$ cat src/rtl/cache_pkg.sv
// Shared definitions for the cache refill arbiter.
// Holds the beat/offset geometry of a two-word block, the requester indices
// used by the round-robin picker, and the transaction state encoding.
package cache_pkg;

    // One beat-index bit selects word 0/1; two bits address a byte within a word.
    localparam int unsigned BEAT_W     = 1;
    localparam int unsigned WORD_OFF_W = 2;
    localparam int unsigned BLK_OFF_W  = BEAT_W + WORD_OFF_W;

    // Bit positions of the two requesters in the arbiter request vector.
    localparam int unsigned REQ_IDX_I = 0;
    localparam int unsigned REQ_IDX_D = 1;

    typedef enum logic [2:0] {
        ST_IDLE = 3'd0,
        ST_WB0  = 3'd1,
        ST_WB1  = 3'd2,
        ST_RD0  = 3'd3,
        ST_RD1  = 3'd4,
        ST_DONE = 3'd5
    } state_t;

endpackage

$ cat src/rtl/rr_arbiter2.sv
// Two-way round-robin pick between the I-cache and D-cache requesters.
// Ports:
//   req_i      - request vector, bit REQ_IDX_I = I-cache, bit REQ_IDX_D = D-cache
//   last_d_i   - 1 when the previous grant went to the D-cache
//   valid_c_o  - at least one request is pending (combinational)
//   pick_d_c_o - 1 selects the D-cache, 0 the I-cache (combinational)
module rr_arbiter2
    import cache_pkg::*;
(
    input  logic [1:0] req_i,
    input  logic       last_d_i,
    output logic       valid_c_o,
    output logic       pick_d_c_o
);

    // A lone request wins outright; on a tie the side not served last wins.
    always_comb begin
        valid_c_o  = req_i[REQ_IDX_I] | req_i[REQ_IDX_D];
        pick_d_c_o = req_i[REQ_IDX_D];
        if (req_i[REQ_IDX_I] && req_i[REQ_IDX_D]) begin
            pick_d_c_o = ~last_d_i;
        end
    end

endmodule

$ cat src/rtl/cache_refill_arbiter.sv
// Shares one single-word memory port between I-cache refills and D-cache
// misses (with optional dirty-victim writeback) for two-word cache blocks.
// Ports:
//   Clk, Reset                - clock, asynchronous active-high reset
//   i_req/i_addr/i_done       - I-cache refill request, miss address, completion pulse
//   d_req/d_wb/d_wb_addr/
//   d_wb_data/d_addr/d_done   - D-cache miss request, victim info, miss address, completion pulse
//   rf_data                   - refilled block returned to whichever cache owned the transaction
//   mem_req/mem_we/mem_addr/
//   mem_wdata/mem_ready/
//   mem_rdata                 - single-word memory command/response
//   busy                      - a transaction is in progress
module cache_refill_arbiter
    import cache_pkg::*;
#(
    parameter int unsigned DATA_WIDTH = 32,
    parameter int unsigned ADDR_WIDTH = 32,
    parameter int unsigned Block_Size = 2
) (
    input  logic                           Clk,
    input  logic                           Reset,
    input  logic                           i_req,
    input  logic [ADDR_WIDTH-1:0]          i_addr,
    output logic                           i_done,
    input  logic                           d_req,
    input  logic                           d_wb,
    input  logic [ADDR_WIDTH-1:0]          d_wb_addr,
    input  logic [DATA_WIDTH*Block_Size-1:0] d_wb_data,
    input  logic [ADDR_WIDTH-1:0]          d_addr,
    output logic                           d_done,
    output logic [DATA_WIDTH*Block_Size-1:0] rf_data,
    output logic                           mem_req,
    output logic                           mem_we,
    output logic [ADDR_WIDTH-1:0]          mem_addr,
    output logic [DATA_WIDTH-1:0]          mem_wdata,
    input  logic                           mem_ready,
    input  logic [DATA_WIDTH-1:0]          mem_rdata,
    output logic                           busy
);

    localparam int unsigned BLK_W = ADDR_WIDTH - BLK_OFF_W;
    localparam int unsigned BLK_DW = DATA_WIDTH * Block_Size;

    state_t                state_q;
    logic                  owner_d_q;
    logic                  last_d_q;
    logic [BLK_W-1:0]      wb_blk_q;
    logic [BLK_W-1:0]      rd_blk_q;
    logic [DATA_WIDTH-1:0] wb_w1_q;

    logic                  gnt_valid_c;
    logic                  gnt_d_c;
    logic [BLK_W-1:0]      miss_blk_c;
    logic                  unused_low_bits_c;

    // Byte address of one word of a block: block number, beat index, zero byte offset.
    function automatic logic [ADDR_WIDTH-1:0] beat_addr(input logic [BLK_W-1:0] blk,
                                                        input logic [BEAT_W-1:0] beat);
        return {blk, beat, WORD_OFF_W'(0)};
    endfunction

    rr_arbiter2 u_rr (
        .req_i      ({d_req, i_req}),
        .last_d_i   (last_d_q),
        .valid_c_o  (gnt_valid_c),
        .pick_d_c_o (gnt_d_c)
    );

    // Block number of the miss that would be granted this cycle.
    assign miss_blk_c = gnt_d_c ? d_addr[ADDR_WIDTH-1:BLK_OFF_W]
                                : i_addr[ADDR_WIDTH-1:BLK_OFF_W];

    // Byte offsets inside a block are discarded; block alignment is implied.
    assign unused_low_bits_c = ^{i_addr[BLK_OFF_W-1:0], d_addr[BLK_OFF_W-1:0],
                                 d_wb_addr[BLK_OFF_W-1:0]};

    // Transaction sequencer; every output is loaded together with the state it belongs to.
    always_ff @(posedge Clk or posedge Reset) begin
        if (Reset) begin
            state_q   <= ST_IDLE;
            owner_d_q <= 1'b0;
            last_d_q  <= 1'b0;      // "I served last", so D wins the first tie
            wb_blk_q  <= '0;
            rd_blk_q  <= '0;
            wb_w1_q   <= '0;
            mem_req   <= 1'b0;
            mem_we    <= 1'b0;
            mem_addr  <= '0;
            mem_wdata <= '0;
            rf_data   <= '0;
            busy      <= 1'b0;
            i_done    <= 1'b0;
            d_done    <= 1'b0;
        end else begin
            i_done <= 1'b0;
            d_done <= 1'b0;
            case (state_q)
                ST_IDLE: begin
                    if (gnt_valid_c) begin
                        owner_d_q <= gnt_d_c;
                        last_d_q  <= gnt_d_c;
                        busy      <= 1'b1;
                        mem_req   <= 1'b1;
                        rd_blk_q  <= miss_blk_c;
                        wb_blk_q  <= d_wb_addr[ADDR_WIDTH-1:BLK_OFF_W];
                        wb_w1_q   <= d_wb_data[BLK_DW-1:DATA_WIDTH];
                        if (gnt_d_c && d_wb) begin
                            state_q   <= ST_WB0;
                            mem_we    <= 1'b1;
                            mem_addr  <= beat_addr(d_wb_addr[ADDR_WIDTH-1:BLK_OFF_W], BEAT_W'(0));
                            mem_wdata <= d_wb_data[DATA_WIDTH-1:0];
                        end else begin
                            state_q   <= ST_RD0;
                            mem_we    <= 1'b0;
                            mem_addr  <= beat_addr(miss_blk_c, BEAT_W'(0));
                        end
                    end
                end
                ST_WB0: begin
                    if (mem_ready) begin
                        state_q   <= ST_WB1;
                        mem_addr  <= beat_addr(wb_blk_q, BEAT_W'(1));
                        mem_wdata <= wb_w1_q;
                    end
                end
                ST_WB1: begin
                    if (mem_ready) begin
                        state_q   <= ST_RD0;
                        mem_we    <= 1'b0;
                        mem_wdata <= '0;
                        mem_addr  <= beat_addr(rd_blk_q, BEAT_W'(0));
                    end
                end
                ST_RD0: begin
                    if (mem_ready) begin
                        state_q                  <= ST_RD1;
                        rf_data[DATA_WIDTH-1:0]  <= mem_rdata;
                        mem_addr                 <= beat_addr(rd_blk_q, BEAT_W'(1));
                    end
                end
                ST_RD1: begin
                    if (mem_ready) begin
                        state_q                          <= ST_DONE;
                        rf_data[BLK_DW-1:DATA_WIDTH]     <= mem_rdata;
                        mem_req                          <= 1'b0;
                        mem_addr                         <= '0;
                        d_done                           <= owner_d_q;
                        i_done                           <= ~owner_d_q;
                    end
                end
                ST_DONE: begin
                    state_q <= ST_IDLE;
                    busy    <= 1'b0;
                end
                default: begin
                    state_q <= ST_IDLE;
                    busy    <= 1'b0;
                    mem_req <= 1'b0;
                    mem_we  <= 1'b0;
                end
            endcase
        end
    end

endmodule

$ cat config.mk
export PLATFORM = sky130hd
export DESIGN_NAME = cache_refill_arbiter
export DESIGN_NICKNAME = d
export VERILOG_FILES = /design/src/rtl/cache_pkg.sv /design/src/rtl/rr_arbiter2.sv /design/src/rtl/cache_refill_arbiter.sv
export SDC_FILE = /design/constraint.sdc
export NUM_CORES = 1
export LEC_CHECK = 0
export CAP_MARGIN = 15
export CELL_PAD_IN_SITES_DETAIL_PLACEMENT = 1
export CELL_PAD_IN_SITES_GLOBAL_PLACEMENT = 2
export CORE_UTILIZATION = 31
export DETAILED_ROUTE_END_ITERATION = 7
export PLACE_DENSITY = 0.94
export RECOVER_POWER = 50
export SYNTH_ARGS = -nofsm -noshare
export SYNTH_HDL_FRONTEND = slang
export SYNTH_SLANG_ARGS = --single-unit
$ cat constraint.sdc
create_clock -name Clk -period 19 [get_ports Clk]
set_clock_uncertainty 0.2 [all_clocks]
set_input_delay 1.9 -clock Clk [delete_from_list [all_inputs] [get_ports Clk]]
set_output_delay 1.9 -clock Clk [all_outputs]
set_load 0.005 [all_outputs]
==> results of run 1 <==
-- critical path, cell delays in order --
cell,delay [ns]
dlygate4sd3_1,0.55
clkinvlp_2,2.23
clkbuf_1,0.71
clkbuf_1,2.78
-- worst max-delay path by stage --
stage                         start      endpoint  slack, ns  cells after the start
final                         Reset    wb_w1_q[9]      10.30                      4
after detailed placement  mem_ready   mem_addr[6]      13.93                      6
after CTS                 mem_ready   mem_addr[6]      14.52                      6
after global placement    mem_ready   mem_addr[4]      13.98                      6
after floorplan               Reset          busy      10.74                      1
after global routing          Reset  rd_blk_q[23]       8.88                      4
-- per-layer routing --
layer,share of wire,track usage,vias up
li1,-,-,4244
met1,0.42,0.249,4622
met2,0.51,0.366,277
met3,0.053,0.0354,63
met4,0.025,0.0599,6
met5,0.00099,0,-
-- per-stage QoR --
step / cell area (um2) / hold WS, ns
2_1_floorplan: 10900 / 0.246
3_3_place_gp: 14400 / 0.258
3_5_place_dp: 14400 / 0.263
4_1_cts: 15200 / 0.278
5_1_grt: 15200 / 0.299
6_report: 15200 / 0.277
-- placed cells by master, fill, tap and decap left out, types with 7 or more instances in the layout --
cell	netlist	routed
mux2_2	66	66
clkdlybuf4s50_1	0	291
clkbuf_16	0	27
nand2_1	302	302
mux2_4	30	30
nor2_1	34	34
a2bb2oi_1	27	27
nand3b_1	28	28
mux2i_1	30	30
a31oi_1	30	30
clkbuf_1	28	10
o21ai_0	7	7
o211ai_1	28	28
buf_4	8	12
a22o_1	64	64
dfrtp_1	225	222
dlygate4sd3_1	0	27
a21oi_1	57	57
-- cells by family (layout without fill, tap and decap cells) --
| logic type | after synthesis | in the layout |
|---|---|---|
| other | 1 | 4 |
| buffers and inverters | 92 | 384 |
| AOI/OAI and AO/OA | 226 | 226 |
| xor gates and xnor gates | 1 | 1 |
| DFF | 225 | 225 |
| muxes | 126 | 126 |
| and+or+nand+nor | 387 | 387 |
-- registers in the layout, summed over array words and instances (netlist names) --
name / count
state_q: 3
last_d_q: 1
mem_wdata: 32
rd_blk_q: 29
mem_addr: 30
wb_blk_q: 29
busy: 1
rf_data: 64
mem_req: 1
i_done: 1
wb_w1_q: 32
mem_we: 1
d_done: 1
-- power groups by stage --
| stage | logic, W | clock network (W) | registers [W] |
|---|---|---|---|
| floorplan | 0.000772 | 0 | 0.000840 |
| global placement | 0.00124 | 0 | 0.000850 |
| detailed placement | 0.00128 | 0 | 0.000867 |
| CTS | 0.00129 | 0.000527 | 0.000862 |
| global route | 0.00138 | 0.000548 | 0.000890 |
| finish | 0.00126 | 0.000512 | 0.000860 |
-- final cells by class --
class | instances | area [um2] | share of cell area
Clock inverter | 8 | 80.1 | 0.00526
Timing Repair Buffer | 335 | 3290 | 0.217
Clock buffer | 39 | 781 | 0.0513
Sequential cell | 225 | 5640 | 0.371
Tap cell | 455 | 569 | 0.0374
Inverter | 2 | 8.76 | 0.000576
Antenna cell | 2 | 5.00 | 0.000329
Multi-Input combinational cell | 742 | 4840 | 0.318
==> flow_summary.yaml, run 1 <==
status:
  outcome: "finished with violations"
  failed_checks: "max-capacitance violations, max-slew violations"
drt:
  drc: 0
  wl_mm: 36.4
  wl_per_cell_um: 20.1
  first_pass_iters: 4
  vias_per_cell: 5.10
  vias: 9212
  drtIter0Drc: 336
  ant_nets: 0
cts:
  clkTransAtPathRegs_ns: 0.06
  cts_setup_buffers: 0
  numCtsBuffers: 27
  clock_latency_ns: 0.55
  clock-sinks: 225
  htree_levels: 1
  tritoncts: "built"
  clockBufferDepth: 3
  ctsRootBufferMaster: "clkbuf_16"
  holdBufCountCts: 0
  cts.repair.resized: 0
setup_path:
  endpoint_kind: "asynchronous set/reset pin"
  rrSetupSlack_ns: 14.94
  crit_required_ns: 18.57
  r2r-end: "rd_blk_q[26]"
  cp_max_fo: 90
  arrival_ns: 8.27
  critPathKind: "in2async"
  rr_worst_depth: 5
  critPathLaunchType: "input pin"
  r2r_start: "state_q[1]"
pwr:
  switching_share: 0.361
  intPower_w: 0.00168
  powerDensity_mw_per_mm2: 173
  p_seq_frac: 0.327
  ir_drop_mv: 0.0720
  p_sw_w: 0.000951
  p_leak_nw: 6.70
  clock_power_share: 0.195
  power_w: 0.00263
  p_comb_frac: 0.479
timing:
  relSlewSlack: -1.66
  slew_viol_final: 263
  setup_viol: 0
  fin_setup_tns_ns: 0
  setup_ws_ns: 10.30
  min_period_ns: 8.70
  worst_slew_pin_slew_ns: 3.96
  clock.fmax_mhz: 115
  timing.final.hold_violations: 0
  rsz0062_at_grt: "no"
  fin_crit_sh: 0.458
synthesis:
  synth_area_mm2: 0.0109
  synth_seq_area_share: 0.518
  synth.most_common_cell: "nand2_1"
  muxShareOfSynthArea: 0.137
  ys_top_cells_by_count: "nand2_1 (302), dfrtp_1 (225), mux2_2 (66)"
  syn_inst: 1058
  yosys_warnings: 0
  synth.distinct_cells: 42
  synth.top_cells.by_area: "dfrtp_1 (52%), nand2_1 (10%), mux2_2 (6.8%)"
  netlist.area_leader.share: 0.518
  synth_simple_gate_area_frac: 0.149
  synth-edff-count: 0
  yosys.area.top_type: "dfrtp_1"
  synth-main-ff-cell: "dfrtp_1"
  ys_async_sr_fraction: 1.00
  synth_fa_ha_area_frac: 0
  synth_area_per_cell_um2: 10.3
  synth-seq-cells: 225
  synth_compound_area_frac: 0.151
  synth_top_family_by_area: "compound AO/OA/AOI/OAI gates"
  synth_xor_area_frac: 0.00150
global_routing:
  antenna_found_initial: 5
  grt_pass1_wl_mm: 57.8
  grt_usage: 0.204
  grt_pass1_vias: 10200
  grt_max_degree: 91
  gr-total-overflow: 0
floorplanning:
  fp.dieH_um: 189
  fp.dieW_um: 189
  die_area_mm2: 0.0358
  ioPinCount: 331
  core_mm2: 0.0345
  rows: 68
  initial_utilization: 0.315
worst_hold_path:
  hp-start: "wb_blk_q[22]"
  hold_depth: 2
  min_path_type: "reg2reg"
  hold_end: "wb_blk_q[22]"
finish:
  fillers: 3793
  drive_gt1_frac: 0.124
  fin_nets: 1531
  area_growth_pct: 39.8
  final_util: 0.440
  stdcell_count: 1808
place:
  dpl.hpwl_mm: 23.2
  pre_cts_ws_ns: 13.93
  portBuffers: 319
  gp_congestion: 0.757
  dp.cells: 1758
run:
  drv_cap: 4
Power figures use the tool's default switching activity.
==> run 2, diff against run 1 <==
CORE_UTILIZATION = 29   (was 31)
PLACE_DENSITY = 0.89   (was 0.94)
clock period = 8.11 ns   (was 19 ns; I/O delays follow)
==> run 2 against run 1 <==
The run still ends with max-capacitance violations, max-slew violations left. Largest power group unchanged. Total power increased by 130%. Critical path depth increased by 2. Count of clock-buffer cells in the layout decreased by 5. Sequential share of layout area decreased by 0.090 points. Global-route usage decreased by 1.5 points. Critical endpoint is now mem_addr[25]. Wire length about the same. Register-to-register slack got worse by 12 ns. Sequential power increased by 140%. First-iteration DRC count decreased by 1.8%.
==> flow_summary.yaml, run 2 (synthesis results as in run 1) <==
status:
  outcome: "finished with violations"
  failed_checks: "max-capacitance violations, max-slew violations"
drt:
  wl_per_cell_um: 19.9
  vias: 9142
  wl_mm: 36.3
  drtIter0Drc: 330
  vias_per_cell: 5.02
  drc: 0
  ant_nets: 0
  first_pass_iters: 4
floorplanning:
  rows: 70
  fp.dieH_um: 196
  die_area_mm2: 0.0383
  initial_utilization: 0.296
  core_mm2: 0.0368
  fp.dieW_um: 196
  ioPinCount: 331
global_routing:
  grt_usage: 0.190
  grt_pass1_vias: 9876
  gr-total-overflow: 0
  grt_max_degree: 96
  grt_pass1_wl_mm: 57.6
  antenna_found_initial: 5
setup_path:
  critPathLaunch: "state_q[0]"
  critPathLaunchType: "register"
  endpoint_kind: "register"
  cpMaxStageDelayCell: "clkbuf_1"
  slowest_delay_ns: 1.48
  crit_required_ns: 8.36
  cp_max_fo: 40
  critPathKind: "reg2reg"
  arrival_ns: 5.52
  crit_chain: "clkbuf_1, or2_0, a21oi_4, buf_4, nand2_2, a2bb2oi_1"
  r2r_start: "state_q[0]"
finish:
  final_util: 0.414
  fin_nets: 1530
  mostFrequentLayoutCell: "nand2_1"
  reg_top3: "rf_data (64), mem_wdata (32), wb_w1_q (32)"
  regMostFlops: "rf_data"
  area_growth_pct: 40.1
  mostFrequentLayoutCells: "nand2_1 (302), dfrtp_1 (223), clkdlybuf4s50_1 (186), dlygate4sd3_1 (132), mux2_2 (66)"
  largest_reg_flops: 64
  fillers: 4069
  stdcell_count: 1822
  drive_gt1_frac: 0.129
cts:
  cts.repair.resized: 0
  numCtsBuffers: 26
  tritoncts: "built"
  clkTransAtPathRegs_ns: 0.06
  clock_latency_ns: 0.53
  holdBufCountCts: 0
  clock-sinks: 225
  ctsRootBufferMaster: "clkbuf_16"
  clockBufferDepth: 3
  cts_setup_buffers: 0
  htree_levels: 1
timing:
  timing.final.hold_violations: 0
  worst_slew_pin_slew_ns: 4.35
  fin_crit_sh: 0.650
  hold_ws_ns: 0.273
  clock.fmax_mhz: 190
  fin_setup_tns_ns: 0
  relSlewSlack: -1.92
  setup_viol: 0
  rsz0062_at_grt: "no"
  slew_viol_final: 206
  min_period_ns: 5.27
pwr:
  clock_power_share: 0.191
  switching_share: 0.365
  p_leak_nw: 6.81
  powerDensity_mw_per_mm2: 396
  p_comb_frac: 0.473
  p_seq_frac: 0.336
  p_sw_w: 0.00221
  ir_drop_mv: 0.182
  intPower_w: 0.00383
worst_hold_path:
  hp-start: "wb_w1_q[0]"
  min_path_type: "reg2reg"
run:
  drv_cap: 4
place:
  portBuffers: 319
  dp.cells: 1771
  gp_congestion: 0.767
  dpl.hpwl_mm: 23.3
-- run 2: cell count changes in the layout (fill, tap and decap cells not counted), moves of 2 or more --
cell and change:
clkinv_2 +3, dlygate4sd3_1 +105, buf_4 +2, clkdlybuf4s50_1 -105, clkinvlp_4 +2, clkbuf_1 -6
-- run 2: per-layer routing --
layer | GRT usage | wire length, um | vias to the layer above
li1 | - | - | 4249
met1 | 0.249 | 16000 | 4576
met2 | 0.321 | 17500 | 262
met3 | 0.0330 | 1890 | 51
met4 | 0.0521 | 918 | 4
met5 | 0 | 27 | -
-- run 2: metrics by stage --
step | cell area [um2] | setup slack [ns] | total power (W)
6_report | 15200 | 2.84 | 0.00604
5_1_grt | 15200 | 2.45 | 0.00649
4_1_cts | 15200 | 4.43 | 0.00624
3_5_place_dp | 14400 | 4.06 | 0.00504
3_3_place_gp | 14400 | 4.13 | 0.00492
2_1_floorplan | 10900 | 0.936 | 0.00378
-- run 2: power groups by stage --
stage               Clock (W)  Sequential (W)  Combinational [W]
detailed placement          0         0.00206            0.00298
CTS                   0.00120         0.00205            0.00300
floorplan                   0         0.00197            0.00181
finish                0.00116         0.00203            0.00285
global route          0.00124         0.00210            0.00315
global placement            0         0.00203            0.00289
-- run 2: final cells by class --
type                       instances  area (um2)  share of cell area
sequential                       225        5640               0.370
tap                              468         586              0.0384
antenna                            2        5.00            0.000328
multi-input combinational        742        4840               0.317
clock inverter                    14         115             0.00755
timing repair buffer             335        3320               0.218
clock buffer                      34         731              0.0479
inverter                           2        8.76            0.000575
-- run 2: critical path, delay by kind of cell (launching register included) --
kind	cells	cell delay, ns
AO/OA/AOI/OAI	2	0.31
flip-flops	1	1.38
buffers and inverters	2	1.84
AND/OR/NAND/NOR	2	1.37
-- run 2: final timing paths --
check | endpoint | slack [ns] | cells past startpoint
min in group asynchronous | rf_data[45] | 1.85 | 2
setup / recovery | mem_addr[25] | 2.84 | 6
hold reg to reg | wb_w1_q[0] | 0.27 | 2
setup reg to reg | mem_addr[25] | 2.84 | 6
hold / removal | wb_w1_q[0] | 0.27 | 2
max in group asynchronous | wb_w1_q[28] | 3.33 | 3
==> run 3, diff against run 2 <==
clock period = 5.5 ns   (was 8.11 ns; I/O delays follow)
==> run 3 against run 2 <==
The flow still finishes with violations (max-capacitance violations, max-slew violations). Combinational power rose by 52%. First-iteration DRC count rose by 15%. Global-route usage fell by 0.090 points. Utilization fell by 0.089 points. Count of clock-buffer cells in the layout rose by 5. Critical path type is now in2async.
==> flow_summary.yaml, run 3 (synthesis results as in run 1) <==
drt:
  wl_met3_mm: 1.95
  vias: 9142
  wl_per_cell_um: 19.8
  drc: 0
  ant_nets: 0
  met1_length_mm: 15.7
  first_pass_iters: 4
  routed-wl-met2_mm: 17.4
  vias_per_cell: 5.03
  highest_layer: "met5"
  wl_mm: 36.0
  drtIter0Drc: 380
cts:
  clockBufferDepth: 3
  clock_latency_ns: 0.54
  clkTransAtPathRegs_ns: 0.06
  cts_setup_buffers: 0
  clock-sinks: 225
  numCtsBuffers: 27
  cts.repair.resized: 0
  holdBufCountCts: 0
  ctsRootBufferMaster: "clkbuf_16"
  htree_levels: 1
  tritoncts: "built"
setup_path:
  rr_worst_depth: 3
  r2r_start: "state_q[1]"
  cp_max_fo: 42
  cp-endpoint: "mem_wdata[16]"
  r2r-end: "rf_data[29]"
  crit_required_ns: 5.48
  arrival_ns: 3.52
  endpoint_kind: "asynchronous set/reset pin"
  critPathLaunch: "Reset"
  critPathKind: "in2async"
  critPathLaunchType: "input pin"
  rrSetupSlack_ns: 2.26
floorplanning:
  core_mm2: 0.0368
  ioPinCount: 331
  rows: 70
  fp.dieH_um: 196
  fp.dieW_um: 196
  initial_utilization: 0.296
  die_area_mm2: 0.0383
finish:
  register_area_mm2: 0.00564
  fillers: 4128
  reg_top3: "rf_data (64), mem_wdata (32), wb_w1_q (32)"
  largest_reg_flops: 64
  mostFrequentLayoutCell: "nand2_1"
  mostFrequentLayoutCells: "nand2_1 (302), clkdlybuf4s50_1 (256), dfrtp_1 (222), mux2_2 (66), a22o_1 (64)"
  regMostFlops: "rf_data"
  final_util: 0.414
  multi_input_comb_area_mm2: 0.00484
  drive_gt1_frac: 0.123
  fin_nets: 1531
  area_growth_pct: 39.8
timing:
  setup_viol: 0
  timing.final.hold_violations: 0
  slew_viol_final: 43
  min_period_ns: 3.54
  clock.fmax_mhz: 283
  rsz0062_at_grt: "no"
  fin_crit_sh: 0.643
  relSlewSlack: -0.499
  fin_setup_tns_ns: 0
  worst_slew_pin_slew_ns: 2.25
place:
  gp_congestion: 0.763
  portBuffers: 319
  dpl.hpwl_mm: 23.2
global_routing:
  grt_usage: 0.189
  grt_pass1_wl_mm: 57.2
  grt_max_degree: 108
  antenna_found_initial: 5
  grt_pass1_vias: 9979
  gr-total-overflow: 0
pwr:
  p_leak_nw: 6.72
  ir_drop_mv: 0.462
  power_w: 0.00895
  powerDensity_mw_per_mm2: 588
worst_hold_path:
  hp-start: "wb_w1_q[14]"
  min_path_type: "reg2reg"
status:
  failed_checks: "max-capacitance violations, max-slew violations"
  outcome: "finished with violations"
run:
  drv_cap: 1
## run 3: cell count changes in the layout (fill, tap and decap cells not counted), moves of 2 or more
cell             before  now
clkbuf_8              5    3
clkinv_2              9    3
clkbuf_1              4   10
clkdlybuf4s50_1     186  256
clkinvlp_4            2    0
buf_12                0    2
dlygate4sd3_1       132   62
## run 3: layer usage
layer	vias to the layer above	GRT usage
li1	4240	-
met1	4564	0.238
met2	275	0.325
met3	59	0.0368
met4	4	0.0605
met5	-	0
## run 3: critical path: stages
cell and delay [ns]:
dlygate4sd3_1 0.56, clkinvlp_2 0.71, clkbuf_1 1.67
## run 3: layout make-up
cell class	instances	share of cell area
diodes	3	0.000494
clock buffers	39	0.0494
clock inverters	5	0.00354
inverters	2	0.000576
multi-input cells	742	0.318
flip-flops and latches	225	0.371
well taps	468	0.0385
repair buffers	335	0.219
## run 3: per-stage QoR
stage	cells	cell area [um2]	hold WS, ns	setup slack, ns
finish	1819	15200	0.273	1.96
global route	1819	15200	0.291	1.39
floorplan	1059	10900	0.246	1.81
detailed placement	1771	14400	0.263	1.73
global placement	1771	14400	0.259	1.83
CTS	1815	15200	0.228	2.22
## run 3: worst min path at each step
stage          depth (start not counted)  slack [ns]            to
2_1_floorplan                          2        0.25  wb_blk_q[28]
3_3_place_gp                           2        0.26   wb_blk_q[7]
3_5_place_dp                           2        0.26   wb_blk_q[6]
4_1_cts                                2        0.23   rf_data[49]
5_1_grt                                2        0.29   wb_blk_q[8]
6_report                               2        0.27   wb_w1_q[14]
## run 3: where the power goes
part	switching, W	leakage, nW	internal, W
registers	0.000454	2.71	0.00249
logic	0.00207	3.61	0.00226
clock network	0.000696	0.395	0.000982
